## src/rtl/mod_reducer_if.sv

```systemverilog
//------------------------------------------------------------------------------
// Module   : mod_reducer_if
// Function : Operand/result valid-ready bundle for the mod_reducer unit.
// Revision : 1.0  initial release
//------------------------------------------------------------------------------
`default_nettype none

interface mod_reducer_if #(
    parameter int NUM_WIDTH = 64,
    parameter int DEN_WIDTH = 32
);
    logic                 in_valid;
    logic                 in_ready;
    logic [NUM_WIDTH-1:0] numerator;
    logic [DEN_WIDTH-1:0] denominator;
    logic                 out_valid;
    logic                 out_ready;
    logic [DEN_WIDTH-1:0] remainder;
    logic                 div_by_zero;

    modport master (
        output in_valid, numerator, denominator, out_ready,
        input  in_ready, out_valid, remainder, div_by_zero
    );

    modport slave (
        input  in_valid, numerator, denominator, out_ready,
        output in_ready, out_valid, remainder, div_by_zero
    );
endinterface

`default_nettype wire

```

## src/rtl/mod_reducer.sv

```systemverilog
//------------------------------------------------------------------------------
// Module   : mod_reducer
// Function : Handshaked bit-serial numerator mod denominator with leading-zero skip.
// Revision : 1.0  initial release
//------------------------------------------------------------------------------
`default_nettype none

module mod_reducer #(
    parameter int NUM_WIDTH = 64,
    parameter int DEN_WIDTH = 32
) (
    input  wire logic       sys_clk,
    input  wire logic       sys_rst_n,
    input  wire logic       abort,
    output logic            busy,
    mod_reducer_if.slave    bus
);
    localparam int CW = (NUM_WIDTH > 1) ? $clog2(NUM_WIDTH) : 1;

    typedef enum logic [1:0] {
        S_IDLE   = 2'd0,
        S_SCAN   = 2'd1,
        S_DIVIDE = 2'd2,
        S_DONE   = 2'd3
    } state_t;

    state_t               r_state;
    logic [NUM_WIDTH-1:0] r_num;
    logic [DEN_WIDTH-1:0] r_den;
    logic [DEN_WIDTH-1:0] r_rem;
    logic [CW-1:0]        r_count;
    logic                 r_out_valid;
    logic                 r_dbz;

    logic [CW-1:0]        w_msb;
    logic [DEN_WIDTH:0]   w_t;
    logic [DEN_WIDTH:0]   w_diff;
    logic                 w_ge;

    // Highest set bit of the latched numerator; later indices override earlier ones.
    always_comb begin
        w_msb = '0;
        for (int i = 0; i < NUM_WIDTH; i++) begin
            if (r_num[i]) begin
                w_msb = CW'(i);
            end
        end
    end

    // One extra bit keeps the shifted remainder exact before the compare.
    assign w_t    = {r_rem, r_num[r_count]};
    assign w_diff = w_t - {1'b0, r_den};
    assign w_ge   = (w_t >= {1'b0, r_den});

    always_ff @(posedge sys_clk or negedge sys_rst_n) begin
        if (!sys_rst_n) begin
            r_state     <= S_IDLE;
            r_num       <= '0;
            r_den       <= '0;
            r_rem       <= '0;
            r_count     <= '0;
            r_out_valid <= 1'b0;
            r_dbz       <= 1'b0;
        end else if (abort) begin
            if (r_state != S_IDLE) begin
                r_state     <= S_IDLE;
                r_out_valid <= 1'b0;
            end
        end else begin
            case (r_state)
                S_IDLE: begin
                    if (bus.in_valid) begin
                        r_num <= bus.numerator;
                        r_den <= bus.denominator;
                        if (bus.denominator == '0) begin
                            r_state     <= S_DONE;
                            r_rem       <= bus.numerator[DEN_WIDTH-1:0];
                            r_dbz       <= 1'b1;
                            r_out_valid <= 1'b1;
                        end else begin
                            r_state <= S_SCAN;
                            r_rem   <= '0;
                            r_dbz   <= 1'b0;
                        end
                    end
                end
                S_SCAN: begin
                    if (r_num == '0) begin
                        r_state     <= S_DONE;
                        r_rem       <= '0;
                        r_out_valid <= 1'b1;
                    end else begin
                        r_count <= w_msb;
                        r_state <= S_DIVIDE;
                    end
                end
                S_DIVIDE: begin
                    r_rem <= w_ge ? w_diff[DEN_WIDTH-1:0] : w_t[DEN_WIDTH-1:0];
                    if (r_count == '0) begin
                        r_state     <= S_DONE;
                        r_out_valid <= 1'b1;
                    end else begin
                        r_count <= r_count - CW'(1);
                    end
                end
                S_DONE: begin
                    if (bus.out_ready) begin
                        r_state     <= S_IDLE;
                        r_out_valid <= 1'b0;
                    end
                end
                default: begin
                    r_state     <= S_IDLE;
                    r_out_valid <= 1'b0;
                end
            endcase
        end
    end

    assign bus.in_ready    = (r_state == S_IDLE);
    assign bus.out_valid   = r_out_valid;
    assign bus.remainder   = r_rem;
    assign bus.div_by_zero = r_dbz;
    assign busy            = (r_state != S_IDLE);

endmodule

`default_nettype wire

```

## src/flat_wrapper.sv

```systemverilog
// flat-port wrapper written by rule: the top's interface ports become plain ports
module mod_reducer_flat 
#(
    parameter int NUM_WIDTH = 64,
    parameter int DEN_WIDTH = 32
)
  (sys_clk, sys_rst_n, abort, busy, bus_in_valid, bus_numerator, bus_denominator, bus_out_ready, bus_in_ready, bus_out_valid, bus_remainder, bus_div_by_zero);
  mod_reducer_if #(.NUM_WIDTH(NUM_WIDTH), .DEN_WIDTH(DEN_WIDTH)) bus_i ();
  input  wire logic sys_clk;
  input  wire logic sys_rst_n;
  input  wire logic abort;
  output logic busy;
  input wire logic [$bits(bus_i.in_valid)-1:0] bus_in_valid;
  input wire logic [$bits(bus_i.numerator)-1:0] bus_numerator;
  input wire logic [$bits(bus_i.denominator)-1:0] bus_denominator;
  input wire logic [$bits(bus_i.out_ready)-1:0] bus_out_ready;
  output wire logic [$bits(bus_i.in_ready)-1:0] bus_in_ready;
  output wire logic [$bits(bus_i.out_valid)-1:0] bus_out_valid;
  output wire logic [$bits(bus_i.remainder)-1:0] bus_remainder;
  output wire logic [$bits(bus_i.div_by_zero)-1:0] bus_div_by_zero;
  assign bus_i.in_valid = bus_in_valid;
  assign bus_i.numerator = bus_numerator;
  assign bus_i.denominator = bus_denominator;
  assign bus_i.out_ready = bus_out_ready;
  assign bus_in_ready = bus_i.in_ready;
  assign bus_out_valid = bus_i.out_valid;
  assign bus_remainder = bus_i.remainder;
  assign bus_div_by_zero = bus_i.div_by_zero;
  mod_reducer #(.NUM_WIDTH(NUM_WIDTH), .DEN_WIDTH(DEN_WIDTH)) u_core (.sys_clk(sys_clk), .sys_rst_n(sys_rst_n), .abort(abort), .busy(busy), .bus(bus_i));
endmodule
```

## config.mk

```make
export PLATFORM = sky130hd
export DESIGN_NAME = mod_reducer_flat
export DESIGN_NICKNAME = d
export VERILOG_FILES = /design/src/rtl/mod_reducer_if.sv /design/src/rtl/mod_reducer.sv /design/src/flat_wrapper.sv
export SDC_FILE = /design/constraint.sdc
export NUM_CORES = 1
export LEC_CHECK = 0
export ABC_AREA = 1
export CAP_MARGIN = 25
export CORE_AREA = 2 2 138 140
export CTS_BUF_LIST = sky130_fd_sc_hd__clkbuf_2
export CTS_CLUSTER_DIAMETER = 150
export DETAILED_ROUTE_END_ITERATION = 12
export DIE_AREA = 0 0 140 142
export HOLD_SLACK_MARGIN = 0.1
export PLACE_DENSITY = 0.78
export SYNTH_ARGS = -nofsm -noshare
export SYNTH_HDL_FRONTEND = slang
export SYNTH_SLANG_ARGS = --single-unit
```

## constraint.sdc

```tcl
create_clock -name sys_clk -period 4.7 [get_ports sys_clk]
set_clock_uncertainty 0.2 [all_clocks]
set_input_delay 0.94 -clock sys_clk [delete_from_list [all_inputs] [get_ports sys_clk]]
set_output_delay 0.94 -clock sys_clk [all_outputs]
set_load 0.01 [all_outputs]
```

==> impl_metrics.ini, run 1 <==
[floorplan]
start_util = 0.500
die_y_um = 142
die-area_um2 = 19900
io-pin-count = 137
rows = 50
die_x_um = 140
core_um2 = 18500

[timing]
tightest_slew_ps = 652
setup_violations = 32
max_freq_mhz = 183
rsz0062_at_grt = yes
final_max_slew_viol_count = 0
finalHoldViolCount = 0
final.min_clock_period_ps = 5470
fin_ws_ps = -772
fin_crit_sh = 1.16
relSlewSlack = 0.565
finalSetupTns_ps = -21620

[power]
power.density_nw_per_um2 = 827
p_total_mw = 10.3
seq_power_share = 0.224
combPwrFrac = 0.707
switching_share = 0.476
p_leak_nw = 5.76
max-vdd-ir-drop_mv = 0.438
power.net_switching_mw = 4.90
clock_power_share = 0.068
p_int_mw = 5.40

[yosys]
yosysSeqAreaShare = 0.374
syn_inst = 1211
synth.avg_cell_area_um2 = 7.62
async_flop_share = 1.00
ys_ff_latch = 138
synth_edf_count = 0
syn_area_um2 = 9230
yosys_warnings = 0
synth.distinct_cells = 52
synthFlopType = dfrtp_1
synth_nets = 1350

[cells_and_area]
fillers = 1474
fin_area_um2 = 12500
antenna_cells = 0
nNetsFinal = 1594
drive_above_1_share = 0.231
syn_to_final_growth_pct = 35.1

[cts]
clock_latency_ps = 750
cts_root_buf = clkbuf_2
htreeDepth = 4
cts_tree = built
cts_buffers = 17
cts.sinks = 138
clk_pin_slew_ps = 210
clk_path_buf_depth = 2

[worst_setup_path]
slowest_stage = dfrtp_2
reg2reg_depth = 43
timing.rr.start = u_core.r_count[0]$_DFFE_PN0P_
criticalPathCategory = register to register
crit_buf_inv = 5
regToRegSetupSlack_ps = -770
cp.arrival_ps = 5950
cp_top_family = compound AO/OA/AOI/OAI gates
slowest_delay_ps = 480
start_kind = register
required_ps = 5180
cp_max_fo = 8
r2r-end = u_core.bus.remainder[26]$_DFFE_PN0P_
cp-end-kind = register

[placement]
portBuffers = 136
dp_slack_ps = -550
gpl.final_weighted_congestion = 0.869
placed_area_um2 = 11600
dp_hpwl_um = 19200

[global_routing]
grt_first_pass_wirelength_um = 41900
antenna_found_initial = 0
grt_usage = 0.261
grt_pass1_vias = 8871
grt_max_degree = 115
grt_overflow = 0

[min_path]
hp-class = register to register
min_to = u_core.r_den[5]$_DFFE_PN0P_
hold_depth = 2
min_from = u_core.r_den[5]$_DFFE_PN0P_

[route]
vias = 9372
wl_per_cell_um = 16.3
dr.max_layer_used = met4
drt_wl_total_um = 27800
vias_per_cell = 5.51
drt-initial-drc-count = 638
m1WireLength_um = 11200
ant_nets = 0
dr.pass1.iters = 11
met3_length_um = 1770
dr_wl_met2_um = 14100
drc_errors = 4

[run]
max_cap_violations = 0

[outcome]
status = complete, but fails checks
violations = DRC, setup timing
## kinds of logic after synthesis
| group | share of synthesized area |
|---|---|
| AOI/OAI and AO/OA | 0.271 |
| xor gates and xnor gates | 0.0275 |
| adders and majority gates | 0.0523 |
| buffers and inverters | 0.0964 |
| DFF | 0.374 |
| muxes | 0.00122 |
| and+or+nand+nor | 0.177 |
## sequential cells by signal (all words and copies together), names as in the netlist
register	cells
u_core.bus.out_valid	1
u_core.r_num	64
u_core.bus.div_by_zero	1
u_core.r_count	6
u_core.r_den	32
u_core.bus.remainder	32
u_core.r_state	2
## worst max-delay path by stage
stage,from,cells past startpoint,endpoint,slack [ps]
after global routing,u_core.r_count[0]$_DFFE_PN0P_,44,u_core.bus.remainder[15]$_DFFE_PN0P_,-1060
final,u_core.r_count[0]$_DFFE_PN0P_,43,u_core.bus.remainder[26]$_DFFE_PN0P_,-770
after detailed placement,u_core.r_count[0]$_DFFE_PN0P_,42,u_core.bus.remainder[0]$_DFFE_PN0P_,-550
after global placement,u_core.r_count[0]$_DFFE_PN0P_,42,u_core.bus.remainder[24]$_DFFE_PN0P_,-330
after CTS,u_core.r_count[0]$_DFFE_PN0P_,43,u_core.bus.remainder[0]$_DFFE_PN0P_,-480
after floorplan,u_core.r_count[1]$_DFFE_PN0P_,44,u_core.bus.remainder[16]$_DFFE_PN0P_,-160
## synthesized netlist by cell type (3+ instances only)
library cell,count,area (um2)
a21oi_1,139,696
a21oi_2,51,447
a221oi_1,8,70.1
a31oi_1,33,206
buf_2,3,15.0
buf_6,4,45.0
clkbuf_1,48,180
dfrtp_1,138,3450
ha_1,37,463
inv_1,145,544
inv_2,18,67.6
nand2_1,201,754
nand2_2,6,37.5
nand3_1,18,90.1
nand3_2,5,50.1
nand4_1,8,50.1
nor2_1,149,559
nor4_1,5,31.3
o211ai_1,9,67.6
o211ai_2,10,125
o21ai_0,69,345
o21ai_1,13,65.1
o21ai_2,24,210
o221ai_1,9,78.8
xnor2_1,16,140
xor2_1,13,114
## worst min-delay path, stage by stage (launching register included)
cell     delay (ps)
dfrtp_1         390
nand2_1          50
o21ai_0          60
## metal layers
layer | up-vias | GRT usage
met4 | 0 | 0.0920
li1 | 4534 | -
met3 | 64 | 0.0481
met2 | 385 | 0.458
met1 | 4389 | 0.326
met5 | - | 0
## cell type report
class / count / area (um2) / share of cell area
Inverter: 165 / 629 / 0.0505
Clock inverter: 13 / 129 / 0.0103
Timing Repair inverter: 1 / 6.26 / 0.000502
Tap cell: 234 / 293 / 0.0235
Multi-Input combinational cell: 852 / 5100 / 0.409
Timing Repair Buffer: 280 / 2760 / 0.222
Clock buffer: 18 / 90.1 / 0.00723
Sequential cell: 138 / 3450 / 0.277
## per-stage QoR
step	hold WS (ps)	utilization	instances
6_report	315	0.675	1701
2_1_floorplan	253	-	1211
3_5_place_dp	276	0.626	1637
3_3_place_gp	267	0.625	1636
5_1_grt	353	0.675	1701
4_1_cts	128	0.642	1672
## cell usage in the layout, fill, tap and decap left out, types with 6 or more instances in the layout
cell	instances
o211ai_1	9
buf_12	7
xor2_1	13
clkbuf_2	18
nand2_2	14
xnor2_1	16
o221ai_1	7
inv_1	145
nor2_2	6
o21ai_0	53
a31oi_1	33
nor2_1	142
buf_4	114
dfrtp_1	137
nand4_1	8
a21oi_1	137
nand2_1	190
nand3_1	16
clkdlybuf4s50_1	135
o21ai_2	31
inv_2	16
buf_6	12
o21ai_1	22
a21oi_2	51
o211ai_2	10
nand3_2	6
clkbuf_16	8
ha_1	36
a221oi_2	6
## power groups by stage
stage,logic [mW],clock network (mW),registers [mW]
after global routing,7.91,0.757,2.38
after floorplan,4.12,0,2.19
after CTS,6.30,0.710,2.29
after global placement,6.00,0,2.29
final,7.29,0.704,2.31
after detailed placement,6.19,0,2.29
## what timing repair did
item / 4_1_cts / 5_1_grt
pin swaps: 0 / 8
hold endpoints to repair: 0 / 55
setup endpoints to repair: 32 / 33
gates cloned: 0 / 12
hold buffers: 0 / 1
setup buffers: 4 / 15
resized for setup: 17 / 49
Power figures use the tool's default switching activity.
==> inputs of run 2 (changes only) <==
GPL_TIMING_DRIVEN = 1   (was unset)
==> results of run 2 <==
Final layout, timing and power as in run 1 (identical DEF).
